===== src/rtl/ddfs_pkg.sv =====
// Shared definitions for the DDFS phase path: default accumulator width and
// the FTW update-policy encodings used by phase_accum and ftw_shadow.
package ddfs_pkg;

  localparam int ACC_W_DEF     = 32;

  localparam int UPD_IMMEDIATE = 0;
  localparam int UPD_ON_WRAP   = 1;

endpackage : ddfs_pkg


===== src/rtl/ftw_shadow.sv =====
// One-entry shadow register for the frequency tuning word: valid/ready intake,
// then transfer to the active word either immediately or at accumulator wrap.
module ftw_shadow
  import ddfs_pkg::*;
#(
  parameter int ACC_W    = ACC_W_DEF,
  parameter int UPD_MODE = UPD_IMMEDIATE
) (
  input  logic             clk,
  input  logic             rst_n,
  input  logic [ACC_W-1:0] ftw_in,
  input  logic             ftw_valid,
  output logic             ftw_ready,
  input  logic             en,
  input  logic             sync_clr,
  input  logic             wrap_gen,
  output logic [ACC_W-1:0] ftw_act
);

  localparam bit ON_WRAP = (UPD_MODE == UPD_ON_WRAP);

  logic             pend_full_q, pend_full_d;
  logic [ACC_W-1:0] pend_word_q, pend_word_d;
  logic [ACC_W-1:0] ftw_act_q,   ftw_act_d;
  logic             accept;
  logic             xfer;

  assign ftw_ready = ~pend_full_q;
  assign ftw_act   = ftw_act_q;
  assign accept    = ftw_valid & ~pend_full_q;

  // In on-wrap mode an idle or clearing cycle is also a safe moment to switch.
  assign xfer = ON_WRAP ? (pend_full_q & (wrap_gen | ~en | sync_clr))
                        : pend_full_q;

  always_comb begin
    // NOTE: every output of this block gets a default first, so no path can infer a latch.
    pend_full_d = pend_full_q;
    pend_word_d = pend_word_q;
    ftw_act_d   = ftw_act_q;
    if (xfer) begin
      ftw_act_d   = pend_word_q;
      pend_full_d = 1'b0;
    end
    // accept and xfer are mutually exclusive: accept needs an empty slot.
    if (accept) begin
      pend_word_d = ftw_in;
      pend_full_d = 1'b1;
    end
  end

  always_ff @(posedge clk or negedge rst_n) begin
    if (!rst_n) begin
      pend_full_q <= 1'b0;
      pend_word_q <= '0;
      ftw_act_q   <= '0;
    end else begin
      // NOTE: non-blocking assignments so every flop samples pre-edge values.
      pend_full_q <= pend_full_d;
      pend_word_q <= pend_word_d;
      ftw_act_q   <= ftw_act_d;
    end
  end

endmodule : ftw_shadow


===== src/rtl/phase_accum.sv =====
// DDFS phase accumulator: acc advances by the active tuning word on each
// enabled edge; PA_out carries acc plus a phase offset, registered.
module phase_accum
  import ddfs_pkg::*;
#(
  parameter int ACC_W    = ACC_W_DEF,
  parameter int UPD_MODE = UPD_IMMEDIATE
) (
  input  logic             clk,
  input  logic             rst_n,
  input  logic             en,
  input  logic             sync_clr,
  input  logic [ACC_W-1:0] ftw_in,
  input  logic             ftw_valid,
  output logic             ftw_ready,
  input  logic [ACC_W-1:0] pofs_in,
  input  logic             pofs_valid,
  output logic [ACC_W-1:0] PA_out,
  output logic             PA_valid,
  output logic             wrap
);

  logic [ACC_W-1:0] ftw_act;
  logic [ACC_W:0]   sum;
  logic             carry;
  logic             wrap_gen;

  logic [ACC_W-1:0] acc_q,      acc_d;
  logic [ACC_W-1:0] pofs_act_q, pofs_act_d;
  logic [ACC_W-1:0] pa_out_q,   pa_out_d;
  logic             pa_valid_q, pa_valid_d;
  logic             wrap_q,     wrap_d;

  assign sum      = {1'b0, acc_q} + {1'b0, ftw_act};
  assign carry    = sum[ACC_W];
  assign wrap_gen = en & ~sync_clr & carry;

  ftw_shadow #(
    .ACC_W    (ACC_W),
    .UPD_MODE (UPD_MODE)
  ) u_ftw_shadow (
    .clk       (clk),
    .rst_n     (rst_n),
    .ftw_in    (ftw_in),
    .ftw_valid (ftw_valid),
    .ftw_ready (ftw_ready),
    .en        (en),
    .sync_clr  (sync_clr),
    .wrap_gen  (wrap_gen),
    .ftw_act   (ftw_act)
  );

  always_comb begin
    acc_d      = acc_q;
    pa_out_d   = pa_out_q;
    pa_valid_d = 1'b0;
    wrap_d     = 1'b0;
    pofs_act_d = pofs_valid ? pofs_in : pofs_act_q;
    // Clear wins over enable; the output then shows the bare offset.
    if (sync_clr) begin
      acc_d    = '0;
      pa_out_d = pofs_act_q;
    end else if (en) begin
      acc_d      = sum[ACC_W-1:0];
      pa_out_d   = sum[ACC_W-1:0] + pofs_act_q;
      pa_valid_d = 1'b1;
      wrap_d     = carry;
    end
  end

  always_ff @(posedge clk or negedge rst_n) begin
    if (!rst_n) begin
      acc_q      <= '0;
      pofs_act_q <= '0;
      pa_out_q   <= '0;
      pa_valid_q <= 1'b0;
      wrap_q     <= 1'b0;
    end else begin
      acc_q      <= acc_d;
      pofs_act_q <= pofs_act_d;
      pa_out_q   <= pa_out_d;
      pa_valid_q <= pa_valid_d;
      wrap_q     <= wrap_d;
    end
  end

  assign PA_out   = pa_out_q;
  assign PA_valid = pa_valid_q;
  assign wrap     = wrap_q;

endmodule : phase_accum


===== config.mk =====
export PLATFORM = sky130hd
export DESIGN_NAME = phase_accum
export DESIGN_NICKNAME = d
export VERILOG_FILES = /design/src/rtl/ddfs_pkg.sv /design/src/rtl/ftw_shadow.sv /design/src/rtl/phase_accum.sv
export SDC_FILE = /design/constraint.sdc
export NUM_CORES = 1
export LEC_CHECK = 0
export BUFFER_PORTS_ARGS = -buffer_cell sky130_fd_sc_hd__buf_2
export CORE_ASPECT_RATIO = 0.6
export CORE_MARGIN = 3
export CORE_UTILIZATION = 35
export DETAILED_ROUTE_END_ITERATION = 16
export PLACE_DENSITY_LB_ADDON = 0.05
export SLEW_MARGIN = 40
export SYNTH_ARGS = -nofsm -noshare
export SYNTH_HDL_FRONTEND = slang
export SYNTH_SLANG_ARGS = --single-unit

===== constraint.sdc =====
create_clock -name clk -period 14.5 [get_ports clk]
set_input_delay 2.9 -clock clk [delete_from_list [all_inputs] [get_ports clk]]
set_output_delay 2.9 -clock clk [all_outputs]
set_load 0.01 [all_outputs]

# == Word level (Yosys, flattened, before mapping) ==
# Cells that the tools add are included.
# totals
ff_bits,163
inputBits,70
output_inout_bits,35
wordCells,22
# classes
mux,9
n_bitwise,2
n_addsub,2
n_reduce_logical,1
# ops
cell,n
32-bit 2-to-1 mux,4
32-bit by 32-bit adder with 33-bit output,1
32-bit adder,1
1-bit 2-to-1 mux,5
2-bit nonzero test,1
1-bit bitwise AND,1
1-bit NOT,1

# == Depth between registers and ports, before layout ==
# Gate-level depths: netlist of the first run.
# logic_depth
depth_word,4
ltp_mapped,24
ltp_nobuf,24

# == By module ==
# A second synthesis of the first run with hierarchy kept.
# unflattened
hier_cells,886
area_unflattened_um2,9676.8
# by_module_without_submodules
mod,seq_area_each_um2,instances,area_each_um2,cells_each
phase_accum,2452.4,1,7114.3,747
ftw_shadow,1626.6,1,2562.5,139

# == Worst setup path before layout of the first run ==
# Ideal clock, no wire load.
# synth_timing
path_kind,register -> register
startpoint,register u_ftw_shadow.ftw_act_q[0] (netlist: u_ftw_shadow.ftw_act[0])
endpoint,register pa_out_q[29] (netlist: PA_out[29])
stages_incl_launch_ff,24
period_less_slack_ns,4.727
setup_slack_ns,9.773
setup_time_ns,0.127
required_time_ns,14.373
arrival_ns,4.600
path_buffers,0
path_cell_list,dfrtp_1 ha_1 inv_1 fa_1 nor2b_1 o31a_1 o21ai_0 nand2b_1 a41oi_1 nand2b_1 nand2b_1 a21oi_1 o21ai_0 xor2_1 ha_1 and2_1 nor2b_1 a211o_1 a31o_1 a211o_1 a311o_1 a31oi_1 xor2_1 o21ai_1
# synth_between
elab_chain_len,4
# synth_lines
element,line,text
"start, declared",ftw_shadow.sv:24,"logic [ACC_W-1:0] ftw_act_q, ftw_act_d;"
"start signal, assigned",ftw_shadow.sv:61,ftw_act_q <= ftw_act_d;
32-bit by 32-bit adder with 33-bit output,phase_accum.sv:34,"assign sum = {1'b0, acc_q} + {1'b0, ftw_act};"
32-bit adder,phase_accum.sv:65,pa_out_d = sum[ACC_W-1:0] + pofs_act_q;
32-bit 2-to-1 mux,phase_accum.sv:63,end else if (en) begin
32-bit 2-to-1 mux,phase_accum.sv:60,if (sync_clr) begin
"end signal, assigned",phase_accum.sv:81,pa_out_q <= pa_out_d;
"end, declared",phase_accum.sv:30,"logic [ACC_W-1:0] pa_out_q, pa_out_d;"
# No other way between the ends. The select of a mux whose other input is x is not followed.
# A chain may end at the register's enable or synchronous reset.

# == Worst setup path after layout of the first run ==
# Same ends and word-level chain as after synthesis.

==> results of run 1 <==
## flip-flops by register name, summed over array words and instances (netlist names)
signal,count
u_ftw_shadow.ftw_act,32
u_ftw_shadow.pend_full_q,1
acc_q,32
pofs_act_q,32
wrap,1
u_ftw_shadow.pend_word_q,32
PA_valid,1
PA_out,32
## cells in the mapped netlist (all sizes together) (19+ instances only)
master	n
ha	66
inv	19
mux2	90
xor2	27
clkbuf	31
a21o	33
xnor2	30
nor2	54
o21ai	57
a21oi	56
nand2	56
dfrtp	163
mux2i	49
## metal layers
| metal | vias up | track usage, % | part of all wire, % |
|---|---|---|---|
| met2 | 137 | 20.04 | 36 |
| li1 | 3367 | - | - |
| met3 | 15 | 4.315 | 5.1 |
| met1 | 3243 | 28.56 | 58 |
| met5 | - | 0 | 0 |
| met4 | 0 | 4.343 | 0.99 |
## where the power goes
| group | switching (mW) | internal [mW] | total, mW |
|---|---|---|---|
| sequential | 0.0845 | 0.579 | 0.663 |
| clock | 0.196 | 0.299 | 0.495 |
| combinational | 0.971 | 0.714 | 1.68 |
| total | 1.25 | 1.59 | 2.84 |
## through the flow
| stage | hold slack, ps | area, sq um | utilization, % |
|---|---|---|---|
| global placement | 487.0 | 10240 | 39.72 |
| CTS | 506.3 | 10930 | 42.38 |
| floorplan | 449.2 | 9368 | - |
| finish | 502.6 | 10930 | 42.40 |
| detailed placement | 491.1 | 10290 | 39.91 |
| global route | 513.0 | 10930 | 42.40 |
## cells by family after synthesis
logic type,Yosys count
muxes,139
and+or+nand+nor,168
AOI/OAI and AO/OA,220
adders and majority gates,68
buffers and inverters,56
DFF,163
xor gates and xnor gates,57
## worst register-to-register path, stage by stage, from the launching register on
cell and delay (ps):
dfrtp_1 380, ha_1 230, inv_1 80, fa_1 220, nor2b_1 70, o31a_1 260, o21ai_0 170, nand2b_1 150
a41oi_1 390, nand2b_1 180, nand2b_1 60, a21oi_1 200, o21ai_0 190, xor2_1 200, ha_1 390, a21oi_1 210
o21ai_0 110, a211o_1 280, a31o_1 240, a211o_1 350, a311o_1 400, a31oi_1 210, xor2_1 180, o21ai_1 80
## final timing paths
| kind | end | slack (ps) | depth (start not counted) |
|---|---|---|---|
| max | PA_out[29] | 9170 | 23 |
| min | u_ftw_shadow.ftw_act[6] | 500 | 1 |
| max reg2reg | PA_out[29] | 9170 | 23 |
| min reg2reg | u_ftw_shadow.ftw_act[6] | 500 | 1 |
| max in group asynchronous | PA_out[14] | 11200 | 2 |
| min in group asynchronous | pofs_act_q[28] | 2360 | 1 |
## area by class of cell
class / count / area, sq um
fillers: 2524 / 14850
multi-input cells: 652 / 5079
flip-flops and latches: 163 / 4079
repair buffers: 112 / 626.9
clock buffers: 21 / 460.4
well taps: 352 / 440.4
clock inverters: 11 / 176.4
inverters: 19 / 71.32
## cells in the final DEF (no fill, tap or decap), drive strengths merged, types with 4 or more instances in the layout
master    n
a21oi    56
nand3     9
nor2     54
a31oi    10
a21o     33
nor2b    17
mux2     90
a211oi   12
bufinv    4
buf     112
nand4     6
o21ai    57
nand2    56
clkbuf   21
xor2     27
dfrtp   163
nand2b    6
a22oi     4
ha       66
xnor2    30
a22o      4
o21bai    6
mux2i    49
o21a     10
and3      6
inv      20
==> results list, run 1 <==
* Commonest register cell after synthesis: dfrtp_1
* First-pass GRT wire length: 37,400 microns
- Slack of the critical path: 9168 ps
* Horizontal extent of the die: 217.2 microns
- Buffer depth of the longest clock path: 2
- The number of global-route vias before repair is ~6,300.
- Maximum fanout count along the critical path: 6
- Total count of max-transition violations in the final report: 0
- Post-CTS timing repair inserted 0 buffers for setup.
- The first detailed-routing pass ran for 5 iterations.
- The synthesized netlist devotes 15.16% of its cell area to compound gates.
- Number of DRC markers in iteration 0: 508
* Final critical path time including I/O delays and setup: 5332 ps
- IO buf count: roughly 100
* Non-filler cells, final: 1,330
- Die area: 28,830 sq um
- Cell row count: 45
* Share of flip-flops with an asynchronous set or reset: 100.0%
- Adder and majority cell fraction of the synthesized area: 9.243%
- CP bufs+invs: 1
- STA puts the critical path data required time at 14,830 ps.
- Yosys mapped the design onto 55 distinct sky130hd cell types.
- Summed over all cells, the static leakage comes to 5.197 nW.
* Worst min-delay path startpoint: u_ftw_shadow.pend_word_q[6]
- Global route total overflow: 0
- At the later pin of the worst-skew pair, clock insertion delay measures 450 ps.
- Synthesized netlist cell count: 871
- Post-route clock period utilization: 36.77%
- Worst min-delay path category: reg2reg
* Setup-failing EPs final: 0
* Final worst clock skew: 7.951 ps
* Via count normalized by instance count: between 5 and 6
- In this run, placement finished with an instance count of 1,298.
- Crit. Startpoint: u_ftw_shadow.ftw_act[0]
* Total power: 2.843 mW
- Post-synthesis instance area: around 9400 sq um
* Largest cells by area after synthesis: dfrtp_1 44%, mux2_2 11%, ha_1 8.8%
* Yosys warning total: 0
- Post-synthesis share of cell area spent on xor and xnor gates: 5.329%
* Arrival time at the worst endpoint: 5660 ps
* Worst-margin pin slew: 656.7 ps
- The region available for standard cell placement spans 25,790 sq um.
* Element type at the critical path start: flip-flop
- Top-area cell type share of the netlist area: 43.54%
- Count of cells resized by post-cts repair: 0
* Top-Level Pins: 105
* Cells traversed along the worst timing path: ha_1 -> inv_1 -> fa_1 -> nor2b_1 -> o31a_1 -> o21ai_0 -> nand2b_1 -> a41oi_1 -> nand2b_1 -> nand2b_1 -> a21oi_1 -> o21ai_0 -> xor2_1 -> ha_1 -> a21oi_1 -> o21ai_0 -> a211o_1 -> a31o_1 -> a211o_1 -> a311o_1 -> a31oi_1 -> xor2_1 -> o21ai_1
- Once detailed placement completed, the half-perimeter wirelength came to 17,750 microns.
- Routed via count: 6,762
- Number of antenna violations at the first check in global routing: 0
- The slowest stage of the critical path is the a311o_1 cell.
* Final hold vios: 0
- Clock root buffer master: clkbuf_16
- Total clock buffers created by CTS: 17
* Maximum number of pins on one net before global-route repair: 66
- Clock tree synthesis found a total of 163 sinks.
- The number of nets handed over by synthesis was 1,009.
* DRT Wirelength: 23,920 microns
- After synthesis the netlist holds a flip-flop and latch count of 163.
- Post-synthesis sequential area ratio: 43.54%
* Timing-limited maximum frequency: 0.1875 GHz
* Starting density of the core: a little over a third
- Max IR drop VDD: approximately 0.000087 V
- The synthesized design contains 0 enable-type register cells.
- Net count reported at finish: 1,103
- The synthesized netlist devotes 8.348% of its cell area to simple gates.
- TritonCTS built the clock tree.
- After clock tree synthesis, the flow added hold-fix buffers numbering 0.
- Summed over all failing endpoints, the final setup total negative slack is 0 ps.
- Number of maximum-capacitance violations: 0
- The setup path with the least slack is of type reg2reg.
- All-Layer GR Usage: 16.86%
- Clock-pin slew was measured on the worst setup and hold paths at 70 ps.
- Endpoint kind of the worst setup timing path: flip-flop
- Residual DRC count: 0
* Synth Area per Inst: approximately 11 sq um
- Setup repair after global routing missed its margin: no
- The die is between 100 and 150 microns tall.
- Routed wire per std cell: 17.99 microns
- Multiplexer area fraction after synthesis: around 16%
- Layout cell share with drive strength beyond 1: 24.54%
* Antenna Violating Nets Remaining: 0
- The H-tree was split into 4 levels.
* Dominant combinational cell family by area after synthesis: multiplexers
* Maximum single-stage delay on the critical path: ~400 ps
* Run status: complete, no violations
- OpenSTA, run right after detailed placement, puts the worst setup slack at 9252 ps.
* ANT cells: 0
- In this run the critical register-to-register path is launched from u_ftw_shadow.ftw_act[0].
- Crit path max-delay family: compound AO/OA/AOI/OAI gates
- The area growth from synthesis to layout is 16.71%.
- Summed over all instances, the cell type with the most area after synthesis is dfrtp_1.
- Dividing total power by cell area gives a power density of ~260 nW/um^2.
- At the end of routability-driven placement, the weighted congestion stood at 0.8580.
- Headroom to the max-slew limit came out at about 56%.
Power figures use the tool's default switching activity.
==> run 2, diff against run 1 <==
clock period = 5.4 ns   (was 14.5 ns; I/O delays follow)
==> run 2 against run 1 <==
- worst setup slack lost 8900 ps
- combinational power grew to 2.8 times the previous value
- maximum frequency is 4.5% higher
- global-route usage is 0.30 points higher
- non-clock buffer count increased by 11
- routed wire length rose by 0.94%
- count of clock-buffer cells in the layout down 2
- clock power grew to 2.5 times the previous value
- cell count up 0.83%
- sequential power rose to 2.7 times the previous value
- critical endpoint unchanged
- largest power group unchanged
- highest routed layer unchanged
==> results list, run 2 (synthesized netlist as in run 1, its figures left out) <==
* Sequential share of power: 22.9%
- The critical path in this run is classified as reg2reg.
- Timing-limited maximum frequency: between 0.15 and 0.2 GHz
- Slack of the critical path: 296.5 ps
- For this block, the initial DRC count from the detailed router was 458.
* Routed via count: slightly below 7,000
- Layout cell share with drive strength beyond 1: 26.39%
- Headroom to the max-slew limit came out at 53.45%.
* Worst min-delay path category: reg2reg
- Maximum single-stage delay on the critical path: 410 ps
* Total count of max-transition violations in the final report: 0
- The critical path runs through a total of 22 cells.
- Maximum fanout count along the critical path: 7
* Antenna Violating Nets Remaining: 0
- The number of global-route vias before repair was 6,500.
* Clock root buffer master: clkbuf_16
* Net count reported at finish: 1,114
- Worst-margin pin slew: 698.3 ps
- Number of detailed-route iterations in the first pass: 5
- Max IR drop VDD: 0.0002554 V
* Layout Cell Area excl Fill: 11,020 sq um
- Row generation in the floorplan step produced 45 rows.
* Total negative slack: 0 ps
- In this run the tool buffered the top-level ports with 104 buffer cells.
- Summed over all cells, the static leakage comes to about 5.2 nW.
* Maximum number of pins on one net before global-route repair: 90
- In this run, placement finished with an instance count of 1,306.
- Across the routed clock network, the largest skew measured is 14.91 ps.
* CTS tree: built
* Worst Hold Path Cells: 1
* Area growth syn-to-layout: 17.63%
- The first global-routing pass estimated around 38,000 microns of wire.
- Standard cell core area: about 26,000 sq um
- The tool flagged a number of max-cap violations equal to 0.
* Setup repair after global routing missed its margin: no
- Cells traversed along the worst timing path: ha_1 -> inv_1 -> fa_1 -> nor2b_1 -> o31a_1 -> o21ai_0 -> nand2b_1 -> a41oi_2 -> nand2b_1 -> o31ai_1 -> xor2_1 -> buf_4 -> ha_1 -> a21oi_1 -> o21ai_0 -> a211o_1 -> a31o_1 -> a211o_1 -> a311o_1 -> a31oi_1 -> xor2_1 -> o21ai_1
- Starting density of the core: 36.33%
* Comb power frac: 61.1%
* Number of clock sinks: 163
- Post-detailed-placement half-perimeter wirelength: 18,060 microns
- Latest clock arrival within the worst-skew pair: 450 ps
- Buffer depth of the longest clock path: 2
* Vert. Die Dim: roughly 130 microns
- Residual DRC count: 0
* Data required, critical path: about 5700 ps
- Net Sw Frac: 44.23%
- Setup-failing EPs final: 0
- Global route total overflow: 0
- The die covers 28,830 sq um.
- Core utilization of the finished layout: a little over two fifths
* Run status: complete, no violations
- Measured along the x axis, the die boundary spans 217.2 microns.
- The internal power of the cells totals between 4 and 5 mW.
- Commonest non-fill, non-tap cell in the layout: dfrtp_1
- STA classifies the critical path endpoint as a flip-flop.
* Minimum hold slack: slightly above 500 ps
* Non-filler cells, final: 1,341
* Routed wire per std cell: 18.01 microns
- Before CTS, the worst setup slack after placement is ~180 ps.
- On the critical path, the stage with the largest delay is an instance of fa_1.
- Cell count of the worst reg-to-reg path: 22
* Power share of the clock group: around 16%
* Via count normalized by instance count: roughly 5.0
- ANT cells: 0
- Clock edge transition at the registers on the reported setup and hold paths: 70 ps
- At the worst endpoint, the arrival time is 5430 ps.
- Counting both buffers and inverters, the worst setup path holds a total of 2.
- Total clock buffers created by CTS: 17
- After layout, the worst path uses roughly 95% of the clock period.
* Register-to-Register Setup Slack: 300 ps
- Global routing used 17.16% of the available tracks across all layers.
* Top-Level Pins: about 110
- Crit path max-delay family: compound AO/OA/AOI/OAI gates
* Total power: 7.778 mW
* Placement Cell Area: 10,350 sq um
* H-tree depth: 4
- Final weighted congestion in routability-driven placement: about 0.85
* Final critical path time including I/O delays and setup: between 5000 and 6000 ps
- Power density over the cells: 705.9 nW/um^2
* Final hold vios: 0
- In this run the power spent charging and discharging nets is 3.440 mW.
* Commonest non-fill, non-tap cells in the layout: 163 x dfrtp_1, 101 x buf_2, 90 x mux2_2
- The number of antenna violations at the first check in global routing came to 0.
- The worst setup path is launched from a flip-flop.
- The routed design has 24,150 microns of wire.
## run 2: routing by layer
layer  up-vias  track usage [%]  wire length [microns]
li1       3361                -                      -
met1      3223            29.03                  14020
met2       156            20.46                   8623
met3        15            4.338                   1245
met4         0            4.452                    256
met5         -                0                      0
## run 2: repair_timing
| action | CTS | global route |
|---|---|---|
| gates resized for setup | 0 | 10 |
| hold buffers | 0 | 0 |
| setup endpoints to repair | 0 | 5 |
| hold endpoints to repair | 0 | 0 |
| buffers inserted | 0 | 3 |
## run 2: area by class of cell
class	count	area, sq um
Clock buffer	19	452.9
Fill cell	2540	14770
Sequential cell	163	4079
Timing Repair Buffer	123	705.7
Inverter	19	71.32
Tap cell	352	440.4
Multi-Input combinational cell	652	5121
Clock inverter	13	148.9
## run 2: worst reg2reg max path, cell delays in order, from the launching register on
cell      delay, ps
dfrtp_1         360
ha_1            190
inv_1            60
fa_1            410
nor2b_1         170
o31a_1          180
o21ai_0         100
nand2b_1        200
a41oi_2         200
nand2b_1        200
o31ai_1         320
xor2_1          110
buf_4           160
ha_1            380
a21oi_1         150
o21ai_0         100
a211o_1         270
a31o_1          230
a211o_1         350
a311o_1         400
a31oi_1         200
xor2_1          170
o21ai_1          70
## run 2: power groups by stage
stage	Sequential (mW)	Clock, mW	Combinational, mW
6_report	1.78	1.24	4.75
2_1_floorplan	1.77	0	3.33
3_5_place_dp	1.81	0	4.62
3_3_place_gp	1.80	0	4.67
5_1_grt	1.83	1.33	5.30
4_1_cts	1.79	1.29	4.65
## run 2: worst paths after layout
path,start,endpoint
worst min-delay path,u_ftw_shadow.pend_word_q[6],u_ftw_shadow.pend_word_q[6]
worst max register to register,u_ftw_shadow.ftw_act[0],PA_out[29]
worst min register to register,u_ftw_shadow.pend_word_q[6],u_ftw_shadow.pend_word_q[6]
max in group asynchronous,rst_n,acc_q[9]
min in group asynchronous,rst_n,pofs_act_q[28]
worst max-delay path,u_ftw_shadow.ftw_act[0],PA_out[29]
